--- src/rtl/mem_port_arbiter.sv ---
// mem_port_arbiter
// Shares one single-port synchronous RAM between instruction fetch and the
// memory stage. The data side wins ties because it belongs to the older
// instruction. pipe_stall freezes the whole pipeline until every request
// raised in the current pipeline cycle has been served.
module mem_port_arbiter #(
   parameter int ADDR_W  = 32,
   parameter int DATA_W  = 32,
   parameter int LATENCY = 1    // ram_en to ram_rdata valid, 1..15
) (
   input  logic              clock,
   input  logic              reset,

   input  logic              if_req,
   input  logic [ADDR_W-1:0] if_addr,
   output logic [DATA_W-1:0] if_rdata,
   output logic              if_ready,

   input  logic              dm_req,
   input  logic              dm_we,
   input  logic [ADDR_W-1:0] dm_addr,
   input  logic [DATA_W-1:0] dm_wdata,
   output logic [DATA_W-1:0] dm_rdata,
   output logic              dm_ready,

   output logic              ram_en,
   output logic              ram_we,
   output logic [ADDR_W-1:0] ram_addr,
   output logic [DATA_W-1:0] ram_wdata,
   input  logic [DATA_W-1:0] ram_rdata,

   output logic              pipe_stall,
   output logic              busy
);

   typedef enum logic [1:0] {
      S_IDLE,
      S_ISSUE,
      S_WAIT,
      S_DONE
   } state_t;

   // WAIT always lasts at least one cycle, so the counter starts at LATENCY-1.
   localparam logic [3:0] WAIT_INIT = 4'(LATENCY - 1);

   state_t      state_q;
   state_t      state_d;
   logic        grant_dm_q;   // 1 = data side owns the current access
   logic        we_q;
   logic [3:0]  cnt_q;
   logic        if_served_q;
   logic        dm_served_q;

   logic        eff_if;
   logic        eff_dm;
   logic        wait_done;

   // A side already served while the pipeline is still frozen must not be
   // granted again, otherwise a finished store would be replayed.
   assign eff_dm    = dm_req & ~dm_served_q;
   assign eff_if    = if_req & ~if_served_q;
   assign wait_done = (state_q == S_WAIT) && (cnt_q == 4'd0);

   // State register
   always_ff @(posedge clock or negedge reset) begin
      // NOTE: sequential state uses non-blocking assignments so every flop
      // samples pre-edge values regardless of block ordering.
      if (!reset) state_q <= S_IDLE;
      else        state_q <= state_d;
   end

   // Next-state decode and per-state strobes
   always_comb begin
      // NOTE: every output of this block gets a default first, so no path
      // through the case statement can leave a latch behind.
      state_d  = state_q;
      ram_en   = 1'b0;
      if_ready = 1'b0;
      dm_ready = 1'b0;
      case (state_q)
         S_IDLE:  if (eff_dm || eff_if) state_d = S_ISSUE;
         S_ISSUE: begin
            ram_en  = 1'b1;
            state_d = S_WAIT;
         end
         S_WAIT:  if (cnt_q == 4'd0) state_d = S_DONE;
         S_DONE: begin
            if_ready = ~grant_dm_q;
            dm_ready =  grant_dm_q;
            state_d  = S_IDLE;
         end
         default: state_d = S_IDLE;
      endcase
   end

   assign ram_we     = ram_en & we_q;
   assign busy       = (state_q != S_IDLE);
   assign pipe_stall = (if_req & ~(if_served_q | if_ready)) |
                       (dm_req & ~(dm_served_q | dm_ready));

   // Request latch in IDLE and wait-counter load/countdown
   always_ff @(posedge clock or negedge reset) begin
      if (!reset) begin
         grant_dm_q <= 1'b0;
         we_q       <= 1'b0;
         ram_addr   <= '0;
         ram_wdata  <= '0;
         cnt_q      <= 4'd0;
      end else begin
         case (state_q)
            S_IDLE: begin
               if (eff_dm) begin
                  grant_dm_q <= 1'b1;
                  we_q       <= dm_we;
                  ram_addr   <= dm_addr;
                  ram_wdata  <= dm_wdata;
               end else if (eff_if) begin
                  grant_dm_q <= 1'b0;
                  we_q       <= 1'b0;
                  ram_addr   <= if_addr;
               end
            end
            S_ISSUE: cnt_q <= WAIT_INIT;
            S_WAIT:  if (cnt_q != 4'd0) cnt_q <= cnt_q - 4'd1;
            default: ;
         endcase
      end
   end

   // Read data capture on the last WAIT cycle; stores leave dm_rdata alone
   always_ff @(posedge clock or negedge reset) begin
      if (!reset) begin
         if_rdata <= '0;
         dm_rdata <= '0;
      end else if (wait_done) begin
         if (!grant_dm_q)        if_rdata <= ram_rdata;
         else if (!we_q)         dm_rdata <= ram_rdata;
      end
   end

   // Served flags: remember completed sides until the pipeline advances
   always_ff @(posedge clock or negedge reset) begin
      if (!reset) begin
         if_served_q <= 1'b0;
         dm_served_q <= 1'b0;
      end else if (!pipe_stall) begin
         if_served_q <= 1'b0;
         dm_served_q <= 1'b0;
      end else if (state_q == S_DONE) begin
         if (grant_dm_q) dm_served_q <= 1'b1;
         else            if_served_q <= 1'b1;
      end
   end

endmodule
--- config.mk ---
export PLATFORM = sky130hd
export DESIGN_NAME = mem_port_arbiter
export DESIGN_NICKNAME = d
export VERILOG_FILES = /design/src/rtl/mem_port_arbiter.sv
export SDC_FILE = /design/constraint.sdc
export NUM_CORES = 1
export LEC_CHECK = 0
export BUFFER_PORTS_ARGS = -buffer_cell sky130_fd_sc_hd__buf_4
export CORE_MARGIN = 8
export CORE_UTILIZATION = 40
export DETAILED_ROUTE_END_ITERATION = 8
export GPL_TIMING_DRIVEN = 0
export PLACE_DENSITY = 0.7
export SYNTH_ARGS = -nofsm -noshare
export SYNTH_HDL_FRONTEND = slang
export SYNTH_SLANG_ARGS = --single-unit
--- constraint.sdc ---
create_clock -name clock -period 2.1 [get_ports clock]
set_input_delay 0.105 -clock clock [delete_from_list [all_inputs] [get_ports clock]]
set_output_delay 0.105 -clock clock [all_outputs]
set_load 0.005 [all_outputs]
==> results.sh, run 1 <==
export IMPL_synth_nets=513
export IMPL_tightestPinTransition_ns=0.472
export IMPL_finalCriticalPeriod_ns=1.96
export IMPL_fp_dieH_microns=138
export IMPL_hold_depth=3
export IMPL_finalSetupTns_ns=0
export IMPL_p_per_area_nw_per_um2=1430
export IMPL_hold_path_class="in2reg"
export IMPL_port_buffer_count=266
export IMPL_cp_required_ns=2.39
export IMPL_drc=0
export IMPL_switching_share_pct=28.7
export IMPL_finalClockSkew_ns=0.00676
export IMPL_wl_met3_mm=1.64
export IMPL_layout_nets=867
export IMPL_hpwlAfterDp_mm=12.1
export IMPL_rows=44
export IMPL_grt_overflow_total=0
export IMPL_cts_sinks=138
export IMPL_pin_count=267
export IMPL_cts_tree="done"
export IMPL_maxSlewHeadroom_pct=68.5
export IMPL_placed_cell_area_sq_um=8210
export IMPL_r2r_cells=7
export IMPL_wl_met2_mm=8.81
export IMPL_critPathMaxStageDelay_ns=0.38
export IMPL_ir_worst_vdd_mv=0.786
export IMPL_startpoint_type="flip-flop"
export IMPL_ctsResizeCount=0
export IMPL_fillers=1049
export IMPL_p_clk_share_pct=23.2
export IMPL_cp_num_cells=7
export IMPL_setup_ws_ns=0.140
export IMPL_start_util_pct=40.9
export IMPL_post_drt_wl_per_cell_microns=18.1
export IMPL_dieWidth_microns=138
export IMPL_syn_avg_cell_area_sq_um=16.0
export IMPL_grt_pass1_wl_mm=25.4
export IMPL_diodes=0
export IMPL_r2r_start="cnt_q[0]"
export IMPL_maxCapViolations=0
export IMPL_cp_buffers_inverters=3
export IMPL_endpoint_kind="flip-flop"
export IMPL_postSynthCellCount=373
export IMPL_slowest_stage="dfrtp_1"
export IMPL_synth_top_area_cell="dfrtp_1"
export IMPL_yosysWarnings=0
export IMPL_combPwrFrac_pct=41.7
export IMPL_dp_worst_setup_slack_ns=0.0728
export IMPL_wl_met1_mm=6.06
export IMPL_rsz0062_at_grt="no"
export IMPL_fmax_mhz=510
export IMPL_syn_cell_area_sq_um=5950
export IMPL_utilization_pct=65.4
export IMPL_setup_viol=0
export IMPL_drt_pass1_iterations=5
export IMPL_grt_max_degree=90
export IMPL_finalMaxSlewViolations=0
export IMPL_crit_path_start="cnt_q[0]"
export IMPL_seq_power_share_pct=35.0
export IMPL_cp_top_family="simple AND/OR/NAND/NOR gates"
export IMPL_power_switching_mw=3.90
export IMPL_cts_buffers=17
export IMPL_synth_cell_type_count=33
export IMPL_routed_wl_mm=16.7
export IMPL_hp_start="dm_addr[25]"
export IMPL_hold_viol=0
export IMPL_drt_iter0_markers=151
export IMPL_yosys_top_cells_area="dfrtp_1, mux2_2, mux2_4, mux2_1, ha_1"
export IMPL_critical_path_class="reg2reg"
export IMPL_crit_arrival_ns=2.25
export IMPL_cp_cell_sequence="inv_1 > ha_1 > nor3b_4 > and3_1 > buf_4 > buf_8 > mux2_1"
export IMPL_cp_max_fo=10
export IMPL_ant_nets=0
export IMPL_vias=4385
export IMPL_status="complete, no violations"
export IMPL_top_layer="met4"
export IMPL_core_area_sq_um=14500
export IMPL_clock_root_buffer="clkbuf_16"
export IMPL_grt_pass1_vias=4844
export IMPL_antenna_found_initial=0
export IMPL_place_congestion=0.728
export IMPL_synth_seq_cells=138
export IMPL_cell_internal_pwr_mw=9.68
export IMPL_synth_top_cell_area_share_pct=58.0
export IMPL_fin_crit_sh_pct=93.3
export IMPL_finalPower_mw=13.6
export IMPL_grt_total_usage_pct=17.2
export IMPL_area_delta_synth_final_pct=59.9
export IMPL_drive_gt1_share_pct=60.8
export IMPL_dieArea_sq_um=19000
export IMPL_clkLatencyLatePin_ns=0.42
export IMPL_clock_path_buffers=2
export IMPL_path_clk_slew_ns=0.06
export IMPL_synth_yosys_seq_area_share_pct=58.0
export IMPL_fin_area_sq_um=9510
export IMPL_htreeDepth=4
export IMPL_via_per_inst=4.75
export IMPL_cellLeakagePower_nw=4.62
==> layer usage <==
| layer | vias to the layer above | track usage (%) |
|---|---|---|
| li1 | 2029 | - |
| met1 | 2176 | 18.2 |
| met2 | 161 | 30.6 |
| met3 | 19 | 6.74 |
| met4 | 0 | 5.79 |
| met5 | - | 0 |
==> cell usage after synthesis, drive strengths merged <==
cell / count
mux2: 161
dfrtp: 138
buf: 17
inv: 8
ha: 7
nand2b: 5
o21ai: 5
a21oi: 4
nand2: 4
nor2b: 3
nor3b: 3
and3: 2
nand3: 2
nor2: 2
a21o: 1
a31oi: 1
a32oi: 1
and2: 1
clkbuf: 1
nand3b: 1
nand4: 1
o311ai: 1
o31ai: 1
o32a: 1
or3: 1
or3b: 1
==> flip-flops by register name (all words and copies together), names as in the netlist <==
register and flops:
dm_rdata 32, if_rdata 32, ram_addr 32, ram_wdata 32, cnt_q 4, state_q 2
dm_served_q 1, grant_dm_q 1, if_served_q 1, we_q 1
==> cells by family (layout without fill, tap and decap cells) <==
logic type	after synthesis	count (layout)	synth area share, %
and+or+nand+nor	26	26	3.01
muxes	161	161	32.4
DFF	138	138	58.0
adders and majority gates	7	7	1.47
AOI/OAI and AO/OA	15	15	1.77
buffers and inverters	26	393	3.34
==> worst paths after layout <==
| path | to | slack, ns |
|---|---|---|
| min | ram_addr[25] | 0.04 |
| max reg2reg | if_rdata[3] | 0.14 |
| min reg2reg | if_rdata[17] | 0.49 |
| min in group asynchronous | dm_rdata[3] | 0.19 |
| max in group asynchronous | cnt_q[3] | 1.11 |
| max | if_rdata[3] | 0.14 |
==> final cells by class <==
type | count | area, sq um | area share [%]
Tap cell | 184 | 230 | 2.42
Clock inverter | 12 | 170 | 1.79
Timing Repair Buffer | 335 | 2700 | 28.4
Buffer | 18 | 169 | 1.78
Sequential cell | 138 | 3450 | 36.3
Multi-Input combinational cell | 209 | 2300 | 24.2
Inverter | 8 | 30.0 | 0.316
Clock buffer | 20 | 457 | 4.80
==> layout by cell type, fill, tap and decap left out, types with 2 or more instances in the layout <==
master         count
nor3b_1            2
o21ai_0            5
and3_1             2
clkbuf_8           2
nand2b_1           5
mux2_1            31
nor2_1             2
dfrtp_1          138
nor2b_1            3
mux2_4            30
buf_4            272
nand3_1            2
a21oi_1            3
dlygate4sd3_1     66
buf_2              3
bufinv_16          4
inv_1              8
clkinv_2           5
clkbuf_1           2
mux2_2           100
buf_8              3
nand2_1            4
ha_1               7
buf_6              7
clkbuf_16         17
==> timing repair <==
action,4_1_cts,5_1_grt
hold buffers,66,0
buffers inserted,0,2
setup endpoints to repair,0,2
hold endpoints to repair,146,0
==> metrics by stage <==
stage | cells | hold WS [ns]
detailed placement | 824 | 0.0766
CTS | 922 | 0.0264
global route | 924 | 0.0304
floorplan | 373 | -0.191
finish | 924 | 0.0428
global placement | 823 | 0.332
==> power by group through the flow <==
stage	clock network (mW)	registers, mW	logic (mW)
4_1_cts	3.22	4.75	5.76
2_1_floorplan	0	4.78	2.58
3_5_place_dp	0	4.77	5.65
6_report	3.15	4.76	5.67
3_3_place_gp	0	4.70	5.52
5_1_grt	3.35	4.92	6.11
==> worst register-to-register path, delay by kind of cell, from the launching register on <==
kind	cells	cell delay (ns)
buffers and inverters	3	0.44
AND/OR/NAND/NOR	2	0.47
flip-flops	1	0.38
adder cells (fa/ha/maj)	1	0.21
multiplexers	1	0.34
(Power assumes the default switching activity.)
==> run 2: changes to the inputs <==
--- a/config.mk
+++ b/config.mk
@@ -7,10 +7,9 @@
 export LEC_CHECK = 0
 export BUFFER_PORTS_ARGS = -buffer_cell sky130_fd_sc_hd__buf_4
 export CORE_MARGIN = 8
-export CORE_UTILIZATION = 40
+export CORE_UTILIZATION = 30
 export DETAILED_ROUTE_END_ITERATION = 8
 export GPL_TIMING_DRIVEN = 0
-export PLACE_DENSITY = 0.7
 export SYNTH_ARGS = -nofsm -noshare
 export SYNTH_HDL_FRONTEND = slang
 export SYNTH_SLANG_ARGS = --single-unit
==> results.sh, run 2 (synthesized netlist as in run 1, its figures left out) <==
export IMPL_path_clk_slew_ns=0.06
export IMPL_fp_dieH_microns=157
export IMPL_cp_required_ns=2.39
export IMPL_grt_pass1_wl_mm=27.2
export IMPL_critPathMaxStageDelay_ns=0.40
export IMPL_cp_top_family="buffers and inverters"
export IMPL_ant_nets=0
export IMPL_startpoint_type="flip-flop"
export IMPL_diodes=0
export IMPL_endpoint_kind="flip-flop"
export IMPL_area_delta_synth_final_pct=60.8
export IMPL_fmax_mhz=509
export IMPL_drc=0
export IMPL_start_util_pct=30.6
export IMPL_finalCriticalPeriod_ns=1.97
export IMPL_drt_iter0_markers=194
export IMPL_rsz0062_at_grt="no"
export IMPL_finalMaxSlewViolations=0
export IMPL_finalSetupTns_ns=0
export IMPL_cts_buffers=17
export IMPL_core_area_sq_um=19500
export IMPL_grt_total_usage_pct=14.0
export IMPL_clock_path_buffers=2
export IMPL_cellLeakagePower_nw=4.59
export IMPL_clock_root_buffer="clkbuf_16"
export IMPL_hold_path_class="in2reg"
export IMPL_grt_max_degree=74
export IMPL_layout_nets=866
export IMPL_p_per_area_nw_per_um2=1400
export IMPL_via_per_inst=4.36
export IMPL_dieWidth_microns=157
export IMPL_fin_crit_sh_pct=93.6
export IMPL_status="complete, no violations"
export IMPL_cp_buffers_inverters=3
export IMPL_ctsResizeCount=0
export IMPL_hold_viol=0
export IMPL_tightestPinTransition_ns=0.692
export IMPL_grt_overflow_total=0
export IMPL_fin_hold_ws_ns=0.0525
export IMPL_slowest_stage="dfrtp_1"
export IMPL_clkLatencyLatePin_ns=0.41
export IMPL_rows=51
export IMPL_pin_count=267
export IMPL_hpwlAfterDp_mm=12.7
export IMPL_utilization_pct=49.2
export IMPL_setup_viol=0
export IMPL_port_buffer_count=266
export IMPL_finalClockSkew_ns=0.00799
export IMPL_ir_worst_vdd_mv=0.609
export IMPL_routed_wl_mm=17.2
export IMPL_critical_path_class="reg2reg"
export IMPL_cts_sinks=138
export IMPL_drt_pass1_iterations=4
export IMPL_place_congestion=0.797
export IMPL_cp_cell_sequence="inv_1 > ha_1 > nor3b_4 > buf_4 > nand4_4 > buf_6 > mux2_4"
export IMPL_cp_max_fo=10
export IMPL_grt_pass1_vias=4944
export IMPL_final_common_cell="buf_4"
export IMPL_antenna_found_initial=0
export IMPL_vias=4373
export IMPL_drive_gt1_share_pct=60.8
export IMPL_final_cell_mix="buf_4, dfrtp_1, mux2_2, dlygate4sd3_1, mux2_1"
export IMPL_finalPower_mw=13.4
export IMPL_maxCapViolations=0
export IMPL_post_drt_wl_per_cell_microns=17.1
export IMPL_cts_tree="done"
export IMPL_dieArea_sq_um=24600
export IMPL_crit_arrival_ns=2.25
export IMPL_maxSlewHeadroom_pct=53.8
export IMPL_htreeDepth=4
## run 2: cell types whose count changed in the layout (fill, tap and decap cells not counted)
cell	delta
clkinv_4	+1
clkinv_2	-4
buf_4	-1
inv_8	+2
inv_6	+3
clkinvlp_4	+2
clkbuf_8	-2
bufinv_16	-2
## run 2: path summary, 6_finish.rpt
path | startpoint | to | slack (ns) | cells after the start
min in group asynchronous | reset | ram_wdata[27] | 0.29 | 2
hold / removal | dm_addr[23] | ram_addr[23] | 0.05 | 3
hold reg to reg | if_rdata[14] | if_rdata[14] | 0.49 | 1
setup reg to reg | cnt_q[1] | dm_rdata[14] | 0.13 | 7
max in group asynchronous | reset | dm_rdata[1] | 1.04 | 3
setup / recovery | cnt_q[1] | dm_rdata[14] | 0.13 | 7
## run 2: power by group
group | leakage, nW | switching [mW] | internal [mW] | total, mW
clock network | 0.282 | 1.21 | 1.78 | 2.99
logic | 2.67 | 2.06 | 3.63 | 5.70
registers | 1.64 | 0.738 | 4.01 | 4.74
total | 4.59 | 4.01 | 9.42 | 13.4
## run 2: metal layers
metal,vias to the layer above,wire length (microns),track usage [%]
met5,-,0,0
met4,0,167,3.48
met2,159,8840,24.6
met3,12,1510,5.18
li1,2036,-,-
met1,2166,6660,15.8
## run 2: tightest hold or removal path: stages
cell    delay [ns]
buf_4         0.07
mux2_2        0.12
mux2_2        0.13
## run 2: stage by stage
stage          setup WS (ns)  instance area, sq um  std cells
2_1_floorplan          0.343                  5950        373
3_3_place_gp           0.149                  8280        904
3_5_place_dp          0.0803                  8310        905
4_1_cts               0.0688                  9560       1003
5_1_grt               0.0249                  9570       1004
6_report               0.134                  9570       1004
## run 2: repair_timing
item / 4_1_cts / 5_1_grt
hold endpoints to repair: 169 / 0
endpoints found under the setup margin: 0 / 25
buffers inserted: 0 / 1
hold buffers: 66 / 0
## run 2: cell type report
cell class              instances  area (sq um)
plain buffers                  18           169
clock buffers                  18           429
clock inverters                14           163
fillers                      1706          9890
inverters                       8          30.0
multi-input cells             209          2300
flip-flops and latches        138          3450
well taps                     265           332
repair buffers                334          2700
